[src/rtl/spectro_readout_sequencer.sv]
// rtl/spectro_readout_sequencer.sv - frame readout sequencer: channel scan, word load/shift pacing, accumulator clear (optional stall abort: SEQ_STALL_TIMEOUT_EN)
module spectro_readout_sequencer #(
    parameter int NUM_CH      = 16,
    parameter int SEL_W       = 4,
    parameter int WORD_BITS   = 12,
    parameter int BIT_W       = 4,
    parameter int CLR_CYCLES  = 1,
    parameter int TIMEOUT_CYC = 255
) (
    input  logic              clk,
    input  logic              reset,
    input  logic              frame_tick,
    input  logic [NUM_CH-1:0] ch_mask,
    input  logic              out_ready,
    input  logic              ovr_clr,
    output logic [SEL_W-1:0]  sel,
    output logic              sl,
    output logic              shift_en,
    output logic [BIT_W-1:0]  bit_cnt,
    output logic              ch_rst,
    output logic              busy,
    output logic              frame_done,
    output logic              overrun,
    output logic              timeout
);

    localparam int CLR_W = (CLR_CYCLES > 1) ? $clog2(CLR_CYCLES) : 1;

    typedef enum logic [1:0] {
        ST_IDLE,
        ST_LOAD,
        ST_SHIFT,
        ST_CLEAR
    } state_t;

    state_t             state_q, state_d;
    logic [NUM_CH-1:0]  mask_q, mask_d;
    logic [SEL_W-1:0]   sel_q, sel_d;
    logic [BIT_W-1:0]   bit_q, bit_d;
    logic [CLR_W-1:0]   clr_q, clr_d;
    logic               ovr_q, ovr_d;

    logic               first_vld;
    logic [SEL_W-1:0]   first_idx;
    logic               next_vld;
    logic [SEL_W-1:0]   next_idx;
    logic               xfer;
    logic               word_end;
    logic               clr_last;
    logic               stall_hit;

`ifdef SEQ_STALL_TIMEOUT_EN
    localparam int TO_W = $clog2(TIMEOUT_CYC + 1);

    logic [TO_W-1:0]    stall_q, stall_d;
    logic               to_q, to_d;

    // Stall watchdog: counts consecutive un-ready SHIFT cycles, aborts the frame at the limit.
    always_comb begin
        stall_hit = (state_q == ST_SHIFT) && !out_ready && (stall_q == TO_W'(TIMEOUT_CYC - 1));
        stall_d   = '0;
        if ((state_q == ST_SHIFT) && !out_ready && !stall_hit) begin
            stall_d = stall_q + 1'b1;
        end
        to_d = to_q | stall_hit;
    end

    // Stall counter and sticky timeout flag.
    always_ff @(posedge clk) begin
        if (reset) begin
            stall_q <= '0;
            to_q    <= 1'b0;
        end else begin
            stall_q <= stall_d;
            to_q    <= to_d;
        end
    end

    assign timeout = to_q;
`else
    assign stall_hit = 1'b0;
    assign timeout   = 1'b0;
`endif

    // Channel search: lowest enabled channel of the live mask (frame start) and the
    // next enabled channel above the current one in the captured mask (no wrap).
    always_comb begin
        first_vld = 1'b0;
        first_idx = '0;
        for (int i = NUM_CH - 1; i >= 0; i--) begin
            if (ch_mask[i]) begin
                first_vld = 1'b1;
                first_idx = SEL_W'(i);
            end
        end
        next_vld = 1'b0;
        next_idx = '0;
        for (int i = NUM_CH - 1; i >= 0; i--) begin
            if (mask_q[i] && (i > int'(sel_q))) begin
                next_vld = 1'b1;
                next_idx = SEL_W'(i);
            end
        end
    end

    assign xfer     = (state_q == ST_SHIFT) && out_ready;
    assign word_end = xfer && (bit_q == BIT_W'(WORD_BITS - 1));
    assign clr_last = (clr_q == CLR_W'(CLR_CYCLES - 1));

    // Next-state logic and output decode of the registered state.
    always_comb begin
        state_d    = state_q;
        mask_d     = mask_q;
        sel_d      = sel_q;
        bit_d      = bit_q;
        clr_d      = clr_q;
        sel        = '0;
        sl         = 1'b0;
        shift_en   = 1'b0;
        bit_cnt    = '0;
        ch_rst     = 1'b0;
        busy       = 1'b1;
        frame_done = 1'b0;

        case (state_q)
            ST_IDLE: begin
                busy = 1'b0;
                if (frame_tick) begin
                    mask_d = ch_mask;
                    bit_d  = '0;
                    clr_d  = '0;
                    if (first_vld) begin
                        state_d = ST_LOAD;
                        sel_d   = first_idx;
                    end else begin
                        state_d = ST_CLEAR;
                        sel_d   = '0;
                    end
                end
            end
            ST_LOAD: begin
                sl      = 1'b1;
                sel     = sel_q;
                bit_d   = '0;
                state_d = ST_SHIFT;
            end
            ST_SHIFT: begin
                sel      = sel_q;
                bit_cnt  = bit_q;
                shift_en = out_ready;
                if (stall_hit) begin
                    state_d = ST_CLEAR;
                    sel_d   = '0;
                    bit_d   = '0;
                    clr_d   = '0;
                end else if (word_end) begin
                    bit_d = '0;
                    if (next_vld) begin
                        state_d = ST_LOAD;
                        sel_d   = next_idx;
                    end else begin
                        state_d = ST_CLEAR;
                        sel_d   = '0;
                        clr_d   = '0;
                    end
                end else if (xfer) begin
                    bit_d = bit_q + 1'b1;
                end
            end
            ST_CLEAR: begin
                ch_rst = 1'b1;
                if (clr_last) begin
                    frame_done = 1'b1;
                    clr_d      = '0;
                    state_d    = ST_IDLE;
                end else begin
                    clr_d = clr_q + 1'b1;
                end
            end
            default: begin
                state_d = ST_IDLE;
            end
        endcase
    end

    // Sticky overrun: a tick outside IDLE is dropped and flagged; set beats clear.
    always_comb begin
        ovr_d = ovr_q;
        if (ovr_clr) begin
            ovr_d = 1'b0;
        end
        if (frame_tick && (state_q != ST_IDLE)) begin
            ovr_d = 1'b1;
        end
    end

    assign overrun = ovr_q;

    // State register with synchronous reset of every field.
    always_ff @(posedge clk) begin
        if (reset) begin
            state_q <= ST_IDLE;
            mask_q  <= '0;
            sel_q   <= '0;
            bit_q   <= '0;
            clr_q   <= '0;
            ovr_q   <= 1'b0;
        end else begin
            state_q <= state_d;
            mask_q  <= mask_d;
            sel_q   <= sel_d;
            bit_q   <= bit_d;
            clr_q   <= clr_d;
            ovr_q   <= ovr_d;
        end
    end

endmodule

[config.mk]
export PLATFORM = sky130hd
export DESIGN_NAME = spectro_readout_sequencer
export DESIGN_NICKNAME = d
export VERILOG_FILES = /design/src/rtl/spectro_readout_sequencer.sv
export SDC_FILE = /design/constraint.sdc
export NUM_CORES = 1
export LEC_CHECK = 0
export ABC_AREA = 1
export BUFFER_PORTS_ARGS = -buffer_cell sky130_fd_sc_hd__clkbuf_2
export CORE_ASPECT_RATIO = 1.4
export CORE_UTILIZATION = 52
export CTS_CLUSTER_DIAMETER = 120
export DETAILED_ROUTE_END_ITERATION = 12
export PLACE_DENSITY_LB_ADDON = 0.12
export SKIP_CTS_REPAIR_TIMING = 1
export SLEW_MARGIN = 15
export SYNTH_ARGS = -nofsm -noshare
export SYNTH_HDL_FRONTEND = slang
export SYNTH_SLANG_ARGS = --single-unit
[constraint.sdc]
create_clock -name clk -period 2.5 [get_ports clk]
set_input_delay 0.375 -clock clk [delete_from_list [all_inputs] [get_ports clk]]
set_output_delay 0.375 -clock clk [all_outputs]
set_load 0.01 [all_outputs]
* Yosys cells after proc, flatten, opt, wreduce, memory -nomap -nowiden
Index checks and enable logic that the tools add are counted.
** Word-level totals
- Logic and storage cells :: 154
- Latch bits :: 0
- Memory bits (read-only) :: 0
- RAM bits :: 0
- Memories :: 0
- Bits in registers :: 28
** Cells by class
- Order comparisons :: 15
- $mul :: 0
- $add $sub $neg :: 2
- Shift-type cells :: 0
- Equal/unequal tests :: 9
- Reductions and logical operators :: 30
- Divide/modulo/power cells :: 0
- Multiplexer cells :: 92
- Bitwise logic cells :: 0
** Operators with widths (number)
- two-way mux 4 bit :: 40
- two-way mux 1 bit :: 43
- greater-than comparator 4 bit, first input constant :: 8
- logical AND 1 bit :: 18
- greater-than comparator 3 x 4 -> 1 bit, first input constant :: 4
- case mux 4 bit (3 select lines) :: 1
- two-way mux 2 bit :: 5
- AND reduction 3 bit :: 3
- greater-than comparator 2 x 4 -> 1 bit, first input constant :: 2
- inequality test 2 bit, second input constant :: 4
- case mux 2 bit (4 select lines) :: 1
- case mux 4 bit (2 select lines) :: 1
- nonzero test 2 bit :: 3
- nonzero test 3 bit :: 2
- adder 4 x 1 -> 4 bit, second input constant :: 1
- == test 2 bit, second input constant :: 2
- == test 4 bit, second input constant :: 1
- greater-than comparator 1 x 4 -> 1 bit, first input constant :: 1
- AND reduction 4 bit :: 1
- inequality test 3 bit, second input constant :: 1
- case mux 1 bit (3 select lines) :: 1
- == test 2 x 1 -> 1 bit, second input constant :: 1
- zero test 2 bit :: 1
- AND reduction 2 bit :: 1
- 2 further kinds :: 2

* Logic depth before layout (Yosys ltp)
- Depth in word-level cells :: 20
- Gate-level depth with buffers :: 18
- Gate-level depth less buffers :: 17

* Worst setup path before layout
Ideal clock, no wire load.
- Path type :: flip-flop to flip-flop
- Start point :: register state_q[0]
- End point :: register sel_q[0]
- Arrival time :: 1.534 ns
- Path buffers :: 0
- Cell stages (with the launch flop) :: 12
- Required time :: 2.378 ns
- Setup slack :: 0.844 ns
- Library setup time :: 0.122 ns
- Cell sequence :: dfxtp_1 -> inv_1 -> ha_1 -> nand2_1 -> nor2_1 -> nand3_1 -> a21oi_2 -> inv_2 -> a21oi_4 -> inv_2 -> a21oi_1 -> a21oi_2
** Between the ends
- Cells in the longest elaborated chain, start to end :: 5
- Elaborated cells between the ends (all ways) :: 9
** Ends and longest elaborated chain
- start: declaration :: line 36 : state_t state_q, state_d;
- start signal: assignment :: line 209 : state_q <= state_d;
- == test 2 bit :: line 106, 125
- logical AND 1 bit :: line 106 : assign xfer = (state_q == ST_SHIFT) && out_ready;
- logical AND 1 bit :: line 107 : assign word_end = xfer && (bit_q == BIT_W'(WORD_BITS - 1));
- inequality test 2 bit (no line)
- AND reduction 3 bit (no line)
- end signal: assignment :: line 211 : sel_q <= sel_d;
- end: declaration :: line 38 : logic [SEL_W-1:0] sel_q, sel_d;
Several ways; a longest one is shown, not always the timed one.
A chain may end at the register's enable or synchronous reset.

* Worst setup path after layout
Same ends and word-level chain as after synthesis.

==> run metrics <==
share of the synthesized area in the top cell type 30.9%; Clk Latency, worst-skew pair 0.27 ns; Clock Pin Slew Worst Setup and Hold Paths 0.09 ns; overall routed net length 3.89 mm; TritonRoute pass-1 iters 4; Synth Net Count 293; primary flip-flop cell chosen by synthesis mapping dfxtp_1; diodes inserted 0; leakage power of the design 1.02 nW; HPWL Detailed 3.08 mm; unrepaired setup endpoints after global routing false; number of inserted filler cells in the final layout 324; Max Root-Sink Buffers 2; number of global-route vias before repair 1,668; Pins Over Slew Limit 0; Util after Layout 62.2%; global-route wire length before repair 6.72 mm; aggregate global routing overflow 0; full die area 3480 um^2; total negative slack for setup checks 0 ns; DRC errors left 0; end of the worst register-to-register path sel_q[0]; multiplexer share of the synthesized area 0%; synthesized-area fraction occupied by ao, oa, aoi and oai cells 20.8%; total global-route track usage 24.6%; total power density per cell area 975 nW/um^2; width of the die 50.1 um; drt via density 5.14; Worst EP arrival 2.08 ns; Unique masters post-synth 34; critical path fanouts, max 15; Synth Area in Adders 3.71%; simple-gate share of the synthesized area 29.7%; Synth async-reset ratio 0%; Initial DRC Count 33; final worst clock skew 0.00326 ns; share of the yosys chip area belonging to registers 30.9%; Worst Max-Slew Pin Slew 0.607 ns; critical path data required time 2.67 ns; worst hold path type in -> reg; Avg Synthesized Cell Area 6.32 um^2; Register Area 520 um^2; max-cap violation count 0; clock buffer count from CTS 3; largest net degree at the start of global routing 26; commonest cells in the synthesized netlist 63 x nand2_1, 43 x inv_1, 26 x dfxtp_1; worst-case reg-to-reg path depth 12; Final Hold Violating Endpoints 0; xor/xnor cell area share of the yosys netlist 1.04%; dominant cells by area after synthesis dfxtp_1 31%, nand2_1 14%, inv_1 9.6%; clock tree from TritonCTS built; combinational family with the most area after synthesis simple AND/OR/NAND/NOR gates; Peak supply drop 0.000559 V; setup slack on the worst flop-to-flop path 0.59 ns; # clock sinks 26; YS warnings 0; Placer Congestion 0.862; vertical die dimension 69.4 um; number of antenna violations at the first check in global routing 0; Critical Path Sink Type register; FF+latch count, synth 26; antenna-violating nets left 0; run status complete, no violations; IO Count 36; most common cell in the netlist nand2_1; start point of the worst min-delay path reset; routing usage on met3 1.97%; cell type with the highest aggregate area in the netlist dfxtp_1; detail-routed net length per standard cell 11.5 um; Slew headroom 59.5%; critical path startpoint category register; DR vias 1,733; CP peak stage delay 0.35 ns; startpoint of the worst-slack reg-to-reg timing path state_q[0]; path type of the worst setup path reg -> reg; Final #Nets 325; slowest CP cell dfxtp_1; synthesized cell area 1690 um^2; share of cells above drive strength 1 18.5%; grt peak-use layer met2; crit path capture sel_q[0]; # H-tree levels 1; Cells after Synth 267; area overhead of the layout relative to synthesis 14.0%; Worst setup startpoint state_q[0]; Port Buffer Count 34; upper clock frequency limit 523 MHz; master cell of the clock root buffer clkbuf_8; GR Layer Usage met1 26.3%; final clock period utilization by the worst path 76.5%; effective utilization at floorplan 54.5%; FP Rows 24; met2 usage in global routing 47.0%; Final Setup Violations 0; EDFF count, synth 0; multi-input combinational cell area 937 um^2; Cell Chain, Critical Path inv_1 > ha_1 > buf_4 > nand2_1 > nor2_1 > nand3_1 > a21oi_2 > inv_2 > a21oi_4 > inv_2 > a21oi_1 > a21oi_2; core box area 3090 um^2; final period demand of the worst path 1.91 ns
## metal layers
| metal | vias to the layer above | wire, um |
|---|---|---|
| li1 | 915 | - |
| met1 | 769 | 1650 |
| met2 | 40 | 2040 |
| met3 | 9 | 111 |
| met4 | 0 | 91 |
| met5 | - | 0 |
## registers in the layout, indices dropped and copies added (netlist names)
name / flops
bit_q: 4
mask_q: 15
overrun: 1
sel_q: 4
state_q: 2
## critical path, delay by kind of cell, from the launching register on
kind                     cells  cell delay, ns
adder cells (fa/ha/maj)      1            0.15
AND/OR/NAND/NOR              3            0.27
AO/OA/AOI/OAI                4            0.59
buffers and inverters        4            0.44
flip-flops                   1            0.35
## how the worst min path moves through the flow
stage / endpoint / cells past startpoint
4_1_cts: bit_q[1] / 2
2_1_floorplan: mask_q[11] / 2
5_1_grt: bit_q[1] / 2
6_report: overrun / 2
3_3_place_gp: mask_q[5] / 2
3_5_place_dp: overrun / 2
## where the power goes
group,total [mW],internal (mW),leakage (nW),switching [mW]
clock network,0.275,0.141,0.0288,0.134
logic,0.965,0.338,0.779,0.627
registers,0.636,0.531,0.214,0.104
## cell usage in the layout, fill, tap and decap left out, drive strengths merged, types with 5 or more instances in the layout
cell type / Yosys / routed
a21oi: 27 / 27
nand3: 16 / 16
nand2: 64 / 64
o21ai: 29 / 29
nor2: 18 / 18
clkbuf: 4 / 38
dfxtp: 26 / 26
inv: 48 / 48
ha: 5 / 5
## kinds of logic after synthesis
kind of cell	after synthesis
buffers and inverters	57
AO/OA/AOI/OAI	63
AND/OR/NAND/NOR	113
other	1
XOR/XNOR	2
adder cells (fa/ha/maj)	5
flip-flops	26
## final cells by class
| cell class | count | share of cell area (%) |
|---|---|---|
| multi-input combinational | 184 | 48.7 |
| tap | 39 | 2.54 |
| clock buffer | 4 | 2.86 |
| inverter | 49 | 9.56 |
| sequential | 26 | 27.1 |
| timing repair buffer | 35 | 9.24 |
## through the flow
step / area [um^2] / setup slack (ns) / power [mW] / std cells / hold slack, ns
after floorplan: 1690 / 0.844 / 1.37 / 267 / 0.443
after global placement: 1870 / 0.649 / 1.59 / 333 / 0.460
after detailed placement: 1870 / 0.620 / 1.60 / 333 / 0.466
after CTS: 1920 / 0.596 / 1.88 / 337 / 0.333
after global routing: 1920 / 0.412 / 2.05 / 337 / 0.329
final: 1920 / 0.587 / 1.88 / 337 / 0.327
Power figures use the tool's default switching activity.
